File: config.mk
export PLATFORM = sky130hd
export DESIGN_NAME = fetch_ctrl
export DESIGN_NICKNAME = d
export VERILOG_FILES = /design/src/rtl/fetch_pkg.sv /design/src/rtl/fetch_credit_cnt.sv /design/src/rtl/fetch_ctrl.sv
export SDC_FILE = /design/constraint.sdc
export NUM_CORES = 1
export LEC_CHECK = 0
export CORE_ASPECT_RATIO = 1.1
export CORE_MARGIN = 3
export CORE_UTILIZATION = 39
export CTS_BUF_LIST = sky130_fd_sc_hd__clkbuf_8
export DETAILED_ROUTE_END_ITERATION = 12
export PLACE_DENSITY_LB_ADDON = 0.15
export SLEW_MARGIN = 20
export SYNTH_ARGS = -nofsm -noshare
export SYNTH_HDL_FRONTEND = slang
export SYNTH_SLANG_ARGS = --single-unit
File: constraint.sdc
create_clock -name clk -period 2.8 [get_ports clk]
set_input_delay 0.28 -clock clk [delete_from_list [all_inputs] [get_ports clk]]
set_output_delay 0.28 -clock clk [all_outputs]
set_load 0.005 [all_outputs]
File: src/rtl/fetch_pkg.sv
// Shared types for the instruction-fetch sequencing controller: PC mux
// encoding, controller states, and the redirect record.
`ifndef INST_ADDR_WIDTH
`define INST_ADDR_WIDTH 32
`endif

package fetch_pkg;

    localparam int INST_ADDR_WIDTH = `INST_ADDR_WIDTH;

    typedef enum logic [1:0] {
        PC_PLUS4 = 2'd0,
        SB       = 2'd1,
        UJ       = 2'd2,
        JALR     = 2'd3
    } pc_sel_e;

    typedef enum logic [1:0] {
        RUN    = 2'd0,
        HOLD   = 2'd1,
        BUBBLE = 2'd2
    } fctrl_state_e;

    typedef struct packed {
        pc_sel_e                    sel;
        logic [INST_ADDR_WIDTH-1:0] addr;
    } redirect_t;

    // Older pipeline stages win: execute (JALR, SB) beats decode (UJ).
    function automatic logic [1:0] pc_sel_prio(input pc_sel_e sel);
        case (sel)
            JALR:    return 2'd3;
            SB:      return 2'd2;
            UJ:      return 2'd1;
            default: return 2'd0;
        endcase
    endfunction

endpackage

File: src/rtl/fetch_credit_cnt.sv
// Fetch-buffer credit counter: one credit per free group slot, refilled on
// a buffer flush.
module fetch_credit_cnt
    import fetch_pkg::*;
#(
    parameter int FB_DEPTH = 8
) (
    input  logic clk,
    input  logic reset,
    input  logic push,
    input  logic pop,
    input  logic flush,
    output logic zero,
    output logic full
);

    localparam logic [3:0] DEPTH_C = 4'(FB_DEPTH);

    logic [3:0] credits;

    // NOTE: sequential state uses non-blocking assignments so every flop
    // samples the pre-edge values of its neighbours.
    always_ff @(posedge clk) begin
        if (reset || flush) begin
            credits <= DEPTH_C;
        end else if (push && !pop) begin
            credits <= credits - 4'd1;
        end else if (pop && !push) begin
            credits <= credits + 4'd1;
        end
    end

    assign zero = (credits == 4'd0);
    assign full = (credits == DEPTH_C);

    a_no_underflow: assert property (@(posedge clk) disable iff (reset)
        !(push && !pop && !flush && zero));
    a_no_overflow: assert property (@(posedge clk) disable iff (reset)
        !(pop && !push && !flush && full));

endmodule

File: src/rtl/fetch_ctrl.sv
// Fetch sequencing controller: arbitrates redirects, holds them across
// stalls, inserts post-redirect bubbles and gates pushes on buffer credits.
module fetch_ctrl
    import fetch_pkg::*;
#(
    parameter int ADDR_W       = INST_ADDR_WIDTH,
    parameter int FB_DEPTH     = 8,
    parameter int FLUSH_CYCLES = 1
) (
    input  logic              clk,
    input  logic              reset,
    input  logic              jalr_valid,
    input  logic [ADDR_W-1:0] jalr_addr,
    input  logic              sb_taken,
    input  logic [ADDR_W-1:0] sb_addr,
    input  logic              uj_valid,
    input  logic [ADDR_W-1:0] uj_addr,
    input  logic              backend_stall,
    input  logic              fb_pop,
    output logic [1:0]        next_pc_sel,
    output logic [ADDR_W-1:0] sb_type_addr,
    output logic [ADDR_W-1:0] uj_type_addr,
    output logic [ADDR_W-1:0] jalr_type_addr,
    output logic              ifu_stall,
    output logic              fetch_valid,
    output logic              flush_fb
);

    localparam logic [2:0] BUBBLE_LOAD = 3'(FLUSH_CYCLES);

    fctrl_state_e state, state_next;
    redirect_t    pend, pend_next, win, drive;
    logic [2:0]   cnt, cnt_next;
    logic         have_redirect, base_stall, overwrite;
    logic         cred_zero, cred_full, push;

    always_comb begin
        win = '0;
        if (jalr_valid) begin
            win.sel  = JALR;
            win.addr = jalr_addr;
        end else if (sb_taken) begin
            win.sel  = SB;
            win.addr = sb_addr;
        end else if (uj_valid) begin
            win.sel  = UJ;
            win.addr = uj_addr;
        end
    end

    assign have_redirect = jalr_valid | sb_taken | uj_valid;
    assign base_stall    = backend_stall | cred_zero;
    assign overwrite     = have_redirect && (pc_sel_prio(win.sel) > pc_sel_prio(pend.sel));

    // NOTE: every output of this block gets a default first, so no path
    // through the case leaves a variable unassigned and infers a latch.
    always_comb begin
        state_next  = state;
        pend_next   = pend;
        cnt_next    = cnt;
        drive       = '0;
        fetch_valid = 1'b0;
        flush_fb    = 1'b0;

        case (state)
            RUN, BUBBLE: begin
                if (have_redirect) begin
                    drive    = win;
                    flush_fb = 1'b1;
                    if (base_stall) begin
                        pend_next  = win;
                        state_next = HOLD;
                    end else begin
                        state_next = (FLUSH_CYCLES == 0) ? RUN : BUBBLE;
                        cnt_next   = BUBBLE_LOAD;
                    end
                end else if (state == RUN) begin
                    fetch_valid = ~base_stall;
                end else if (!base_stall) begin
                    if (cnt == 3'd1) state_next = RUN;
                    else             cnt_next   = cnt - 3'd1;
                end
            end
            HOLD: begin
                drive    = overwrite ? win : pend;
                flush_fb = overwrite;
                if (base_stall) begin
                    pend_next = drive;
                end else begin
                    state_next = (FLUSH_CYCLES == 0) ? RUN : BUBBLE;
                    cnt_next   = BUBBLE_LOAD;
                end
            end
            default: state_next = RUN;
        endcase

        if (reset) begin
            drive       = '0;
            fetch_valid = 1'b0;
            flush_fb    = 1'b0;
        end
    end

    always_ff @(posedge clk) begin
        if (reset) begin
            state <= RUN;
            pend  <= '0;
            cnt   <= 3'd0;
        end else begin
            state <= state_next;
            pend  <= pend_next;
            cnt   <= cnt_next;
        end
    end

    // In HOLD, "not released" is exactly base_stall, so one term covers it.
    assign ifu_stall = reset | base_stall;
    assign push      = fetch_valid & ~ifu_stall;

    fetch_credit_cnt #(.FB_DEPTH(FB_DEPTH)) u_credit (
        .clk   (clk),
        .reset (reset),
        .push  (push),
        .pop   (fb_pop),
        .flush (flush_fb),
        .zero  (cred_zero),
        .full  (cred_full)
    );

    a_flush_refills: assert property (@(posedge clk) disable iff (reset)
        flush_fb |=> cred_full);

    assign next_pc_sel    = drive.sel;
    assign sb_type_addr   = (drive.sel == SB)   ? drive.addr : '0;
    assign uj_type_addr   = (drive.sel == UJ)   ? drive.addr : '0;
    assign jalr_type_addr = (drive.sel == JALR) ? drive.addr : '0;

endmodule

==> results of run 1 <==
## cell usage after synthesis (all sizes together)
cell,n,area share (%)
nand2,100,11
nor2,78,8.6
a22oi,64,14
dfxtp,43,25
a21oi,40,6.2
nor3,38,7.2
o21ai,36,5.4
buf,32,6.0
clkbuf,18,2.0
inv,11,1.2
ha,7,2.6
a211oi,4,1.2
nand2b,4,0.73
nor2b,4,0.73
a21o,3,0.66
a31oi,3,0.55
nor4,3,0.73
or3,3,0.55
a221oi,2,0.88
xor2,2,0.51
a211o,1,0.26
a221o,1,0.29
a22o,1,0.26
and2,1,0.18
and3,1,0.18
fa,1,0.59
mux2i,1,0.29
nor3b,1,0.37
o211ai,1,0.22
o21a,1,0.22
o221ai,1,0.44
o32ai,1,0.26
or2,1,0.18
xnor2,1,0.26
## cell type report
class | count | area (um^2)
tap | 111 | 139
fill | 599 | 1880
timing repair buffer | 315 | 2790
inverter | 11 | 41.3
clock inverter | 1 | 3.75
clock buffer | 7 | 96.3
sequential | 43 | 867
multi-input combinational | 406 | 2640
## layout by cell type (no fill, tap or decap), drive strengths merged, types with 7 or more instances in the layout
cell,instances
a21oi,40
dlygate4sd2,18
clkdlybuf4s15,16
buf,138
nand2,100
o21ai,36
nor3,38
inv,12
clkdlybuf4s50,100
clkbuf,48
ha,7
dfxtp,43
nor2,79
a22oi,64
## sequential cells by signal (all words and copies together) (netlist names)
| signal | flops |
|---|---|
| state | 2 |
| u_credit.credits | 4 |
| pend | 34 |
| cnt | 3 |
## per-layer routing
metal / up-vias / routed length, um
li1: 2325 / -
met3: 38 / 1310
met5: - / 0
met4: 0 / 386
met2: 263 / 8290
met1: 2350 / 6180
## path summary, 6_finish.rpt
path | cells after the start | to | from | slack, ns
setup / recovery | 12 | sb_type_addr[4] | pend[32] | 0.004
hold / removal | 4 | state[0] | reset | 0.34
setup reg to reg | 10 | u_credit.credits[3] | u_credit.credits[0] | 0.10
hold reg to reg | 2 | pend[23] | pend[23] | 0.47
## cells by family (layout without fill, tap and decap cells)
logic type	after synthesis	in the layout	synth area share, %
AND/OR/NAND/NOR	234	235	30.4
XOR/XNOR	3	3	0.769
flip-flops	43	43	25.2
multiplexers	1	1	0.293
buffers and inverters	61	334	9.23
AO/OA/AOI/OAI	159	159	30.9
adder cells (fa/ha/maj)	8	8	3.15
## stage by stage
stage | hold slack (ns) | std cells | util [%]
after floorplan | 0.437 | 509 | -
after global placement | 0.442 | 839 | 69.6
after detailed placement | 0.448 | 839 | 69.6
after CTS | 0.330 | 879 | 76.7
after global routing | 0.349 | 894 | 77.8
final | 0.338 | 894 | 77.8
## where the power goes
part | total, mW | internal [mW] | switching [mW]
Sequential | 0.678 | 0.649 | 0.0292
Combinational | 1.11 | 0.574 | 0.538
Clock | 0.437 | 0.222 | 0.215
## timing repair
| item | 4_1_cts | 5_1_grt |
|---|---|---|
| endpoints found under the setup margin | 99 | 95 |
| pin swaps | 12 | 18 |
| gates cloned | 7 | 2 |
| setup buffers | 26 | 18 |
| gates resized for setup | 221 | 172 |
## tightest hold or removal path: cells and delay by family
family | cells | cell delay (ns)
AOI/OAI and AO/OA | 2 | 0.17
buffers and inverters | 1 | 0.10
and+or+nand+nor | 1 | 0.04
==> metrics, run 1 <==
row count 35; dpl hpwl 10.4 mm; IO Port Bufs 203; pin count of the biggest net entering global routing 46; Final period util 99.9%; share of cells above drive strength 1 35.9%; RSZ-0062 raised after global routing yes; initial cell density of the core between 40 and 50%; Max Clk Rate around 0.36 GHz; Final setup viols 0; total global-route track usage 30.2%; CP Data Required Time 2.52 ns; gr ovfl total 0; detailed-route wire length per cell 18.1 um; Mapped Avg Cell Area 6.71 um^2; total iterations of the first detailed-routing run 5; Synthesized Nets 620; Total Nets Final around 890; type of the worst setup path flip-flop to output pin; post-DR vias/cell ~5.6; total power 2.23 mW; Crit. End Element output pin; clk_skew 0.00957 ns; Seq/Total Area, Yosys 25.2%; Routed WL 16.2 mm; max-cap violations 0; leakage about 2.8 nW; CTS Hold Bufs 0; CTS tree built; Layout Area Growth over Synthesis 92.5%; # diodes 0; CORE AREA 8450 um^2; worst setup margin ~0.0036 ns; Unique masters post-synth 43; WP data arrival 2.52 ns; die area 9920 um^2; final weighted congestion in routability-driven placement 0.898; gate count after technology mapping approximately 510; HP Class input pin to flip-flop; vias 4976; VDD IR-drop max 221 uV; met2 Use GR 53.7%; Post-DRT Antenna Nets 0; global-route wire length before repair ~24 mm; post-place setup slack -0.750 ns; Period minus WS final roughly 2.8 ns; Synthesis Warnings 0; initial antenna violation count 0; Setup Total Neg Slack 0 ns; residual DRC count 0; cts bufs inserted 5; Top-Level Pins 204; relative slew slack between 50% and 60%; global routing's busiest layer met2; grt met3 use 6.30%; Bufs on Longest Clock Path 2; Die H 104 um; DR iter-0 viols 258; Final Hold Fails 0; Clock Latency Late Sink 0.30 ns; CP max stage delay roughly 0.34 ns; H-tree depth 2; met1 usage 35.5%; Root Buffer clkbuf_8; Worst Path Max Fanout 10; crit-path cells inv_2, ha_4, nand2b_4, buf_6, a221oi_2, buf_4, buf_12, o21ai_4, buf_6, buf_12, nor3_1, clkbuf_2; CP Launch Type flip-flop; Worst path slowest cell dfxtp_2; CP top delay family buffers and inverters; post-synthesis cell area 3420 um^2; status completed; Worst-path clk slew ~0.08 ns; Design Area, Final 6570 um^2; DIE WIDTH 95.2 um; synthesized flop and latch total 43; # clock sinks 43; Slew Viols, Final 0; Slew @ Worst Pin 0.719 ns; pwr dens 339 nW/um^2; CP bufs+invs 7; Placement Cell Area about 5900 um^2; vias in the first global route 4934
No activity file was read; power rests on OpenSTA's default activity.
==> inputs of run 2 (changes only) <==
--- a/config.mk
+++ b/config.mk
@@ -5,6 +5,7 @@
 export SDC_FILE = /design/constraint.sdc
 export NUM_CORES = 1
 export LEC_CHECK = 0
+export CAP_MARGIN = 5
 export CORE_ASPECT_RATIO = 1.1
 export CORE_MARGIN = 3
 export CORE_UTILIZATION = 39
==> results of run 2 <==
No change in the layout: final DEF, timing and power equal those of run 1.
==> edit: new RTL, config.mk and constraints of run 1 <==
Reset style: asynchronous (`reset`), changed in one clocked block.
--- a/src/rtl/fetch_ctrl.sv
+++ b/src/rtl/fetch_ctrl.sv
@@ -101,7 +101,7 @@
         end
     end
 
-    always_ff @(posedge clk) begin
+    always_ff @(posedge clk or posedge reset) begin
         if (reset) begin
             state <= RUN;
             pend  <= '0;
Behaviour: no difference found for any inputs over 4 cycles, from zero or initial values and one cycle with reset high; that may be too few to reach the edited logic, so the function may still have changed.
==> edit against run 1 <==
  * The flow now finishes with violations (negative setup slack)
  * First-iteration DRC count grew 8.9%
  * Sequential cell count is the same
  * Final area grew 3.7%
  * Area after synthesis grew 6.2%
  * Count of clock-buffer cells in the layout is the same
  * Routed wire length grew 4.9%
  * Cell count shrank 3.7%
  * Setup slack lost 0.18 ns
  * Non-clock buffer count grew 4
  * Critical endpoint is now sb_type_addr[20]
  * Highest routed layer unchanged
Power is not compared: it rests on default switching activity, and its combinational part moved more than twofold at a synthesized area within 25%.
==> edit: results (changes against run 1) <==
- The data arrival time of the critical path is 2.70 ns (+0.18 ns).
- The global routing usage on met2 is 54.1% (+0.36 points).
- The xor/xnor share of the synthesized area is 0.725% (-0.045 points).
- The path type of the worst min-delay path is flop to flop.
- The checks that failed: negative setup slack.
- The post-layout net count came to 857 (-4.0%).
- The flow ran to the end, but the final reports show violations.
- The dominant synthesized flop cell is dfrtp_1.
- The commonest cells after synthesis are 76 x nor2_1, 39 x dfrtp_1, 38 x a21oi_1, 33 x a221oi_1, 33 x nand2_1.
- The post-placement setup slack is -0.723 ns (+0.0274 ns).
- The average vias per placed instance came to 5.66 (+1.6%).
- The longest individual stage delay on the worst path was 0.49 ns (+0.15 ns).
- The length of the first detailed-routing pass in iterations is 6 (+1).
- The distinct cell type count after synthesis is 49 (+14%).
- The number of endpoints failing setup at the final stage was 49 (+49).
- The sequential area share after synthesis is 29.1% (+3.9 points).
- The setup slack after layout is -0.181 ns (-0.185 ns).
- The proportion of synthesized area in mux cells is 3.73% (+3.4 points).
- The violation count after the first detailed-route iteration is 281 (+8.9%).
- The async set-or-reset flop fraction in the synthesized netlist is 90.7% (+91 points).
- The post-synthesis compound-gate area fraction came to 30.9% (about the same).
- Compared with the post-synthesis result, the final layout area differs by 88.1%.
- The routed wire length on met3 is 1050 um (-19%).
- The global-route wire length before repair came to 24900 um (+2.8%).
- The detailed-placement wirelength estimate is 10700 um (+2.6%).
- The maximum number of pins on one net before global-route repair is 43 (-6.5%).
- The post-cts repair resize count is 289 (+31%).
- The maximum fanout count along the critical path is 5 (-5).
- The via count of the first global-routing pass is 4832 (-2.1%).
- The sum of negative setup slack was -4.44 ns (-4.44 ns).
- The highest-delay cell along the critical path is or3b_4.
- The global-route usage over all layers is 29.2% (-1.0 points).
- The cell area after placement is 6160 um^2 (+4.7%).
-- edit: worst paths after layout --
kind	startpoint	cells past startpoint	end	slack [ns]
worst max-delay path	pend[32]	11	sb_type_addr[20]	-0.18
worst min-delay path	pend[13]	2	pend[13]	0.49
worst max register to register	u_credit.credits[1]	11	u_credit.credits[3]	0.29
worst min register to register	pend[13]	2	pend[13]	0.49
max in group asynchronous	reset	4	pend[8]	1.71
min in group asynchronous	reset	3	state[1]	0.53
-- edit: layout make-up --
| cell class | instances | area, um^2 |
|---|---|---|
| clock buffers | 7 | 96.3 |
| clock inverters | 1 | 7.51 |
| fillers | 662 | 2140 |
| inverters | 24 | 90.1 |
| multi-input cells | 353 | 2700 |
| flip-flops and latches | 43 | 1060 |
| well taps | 114 | 143 |
| repair buffers | 319 | 2720 |
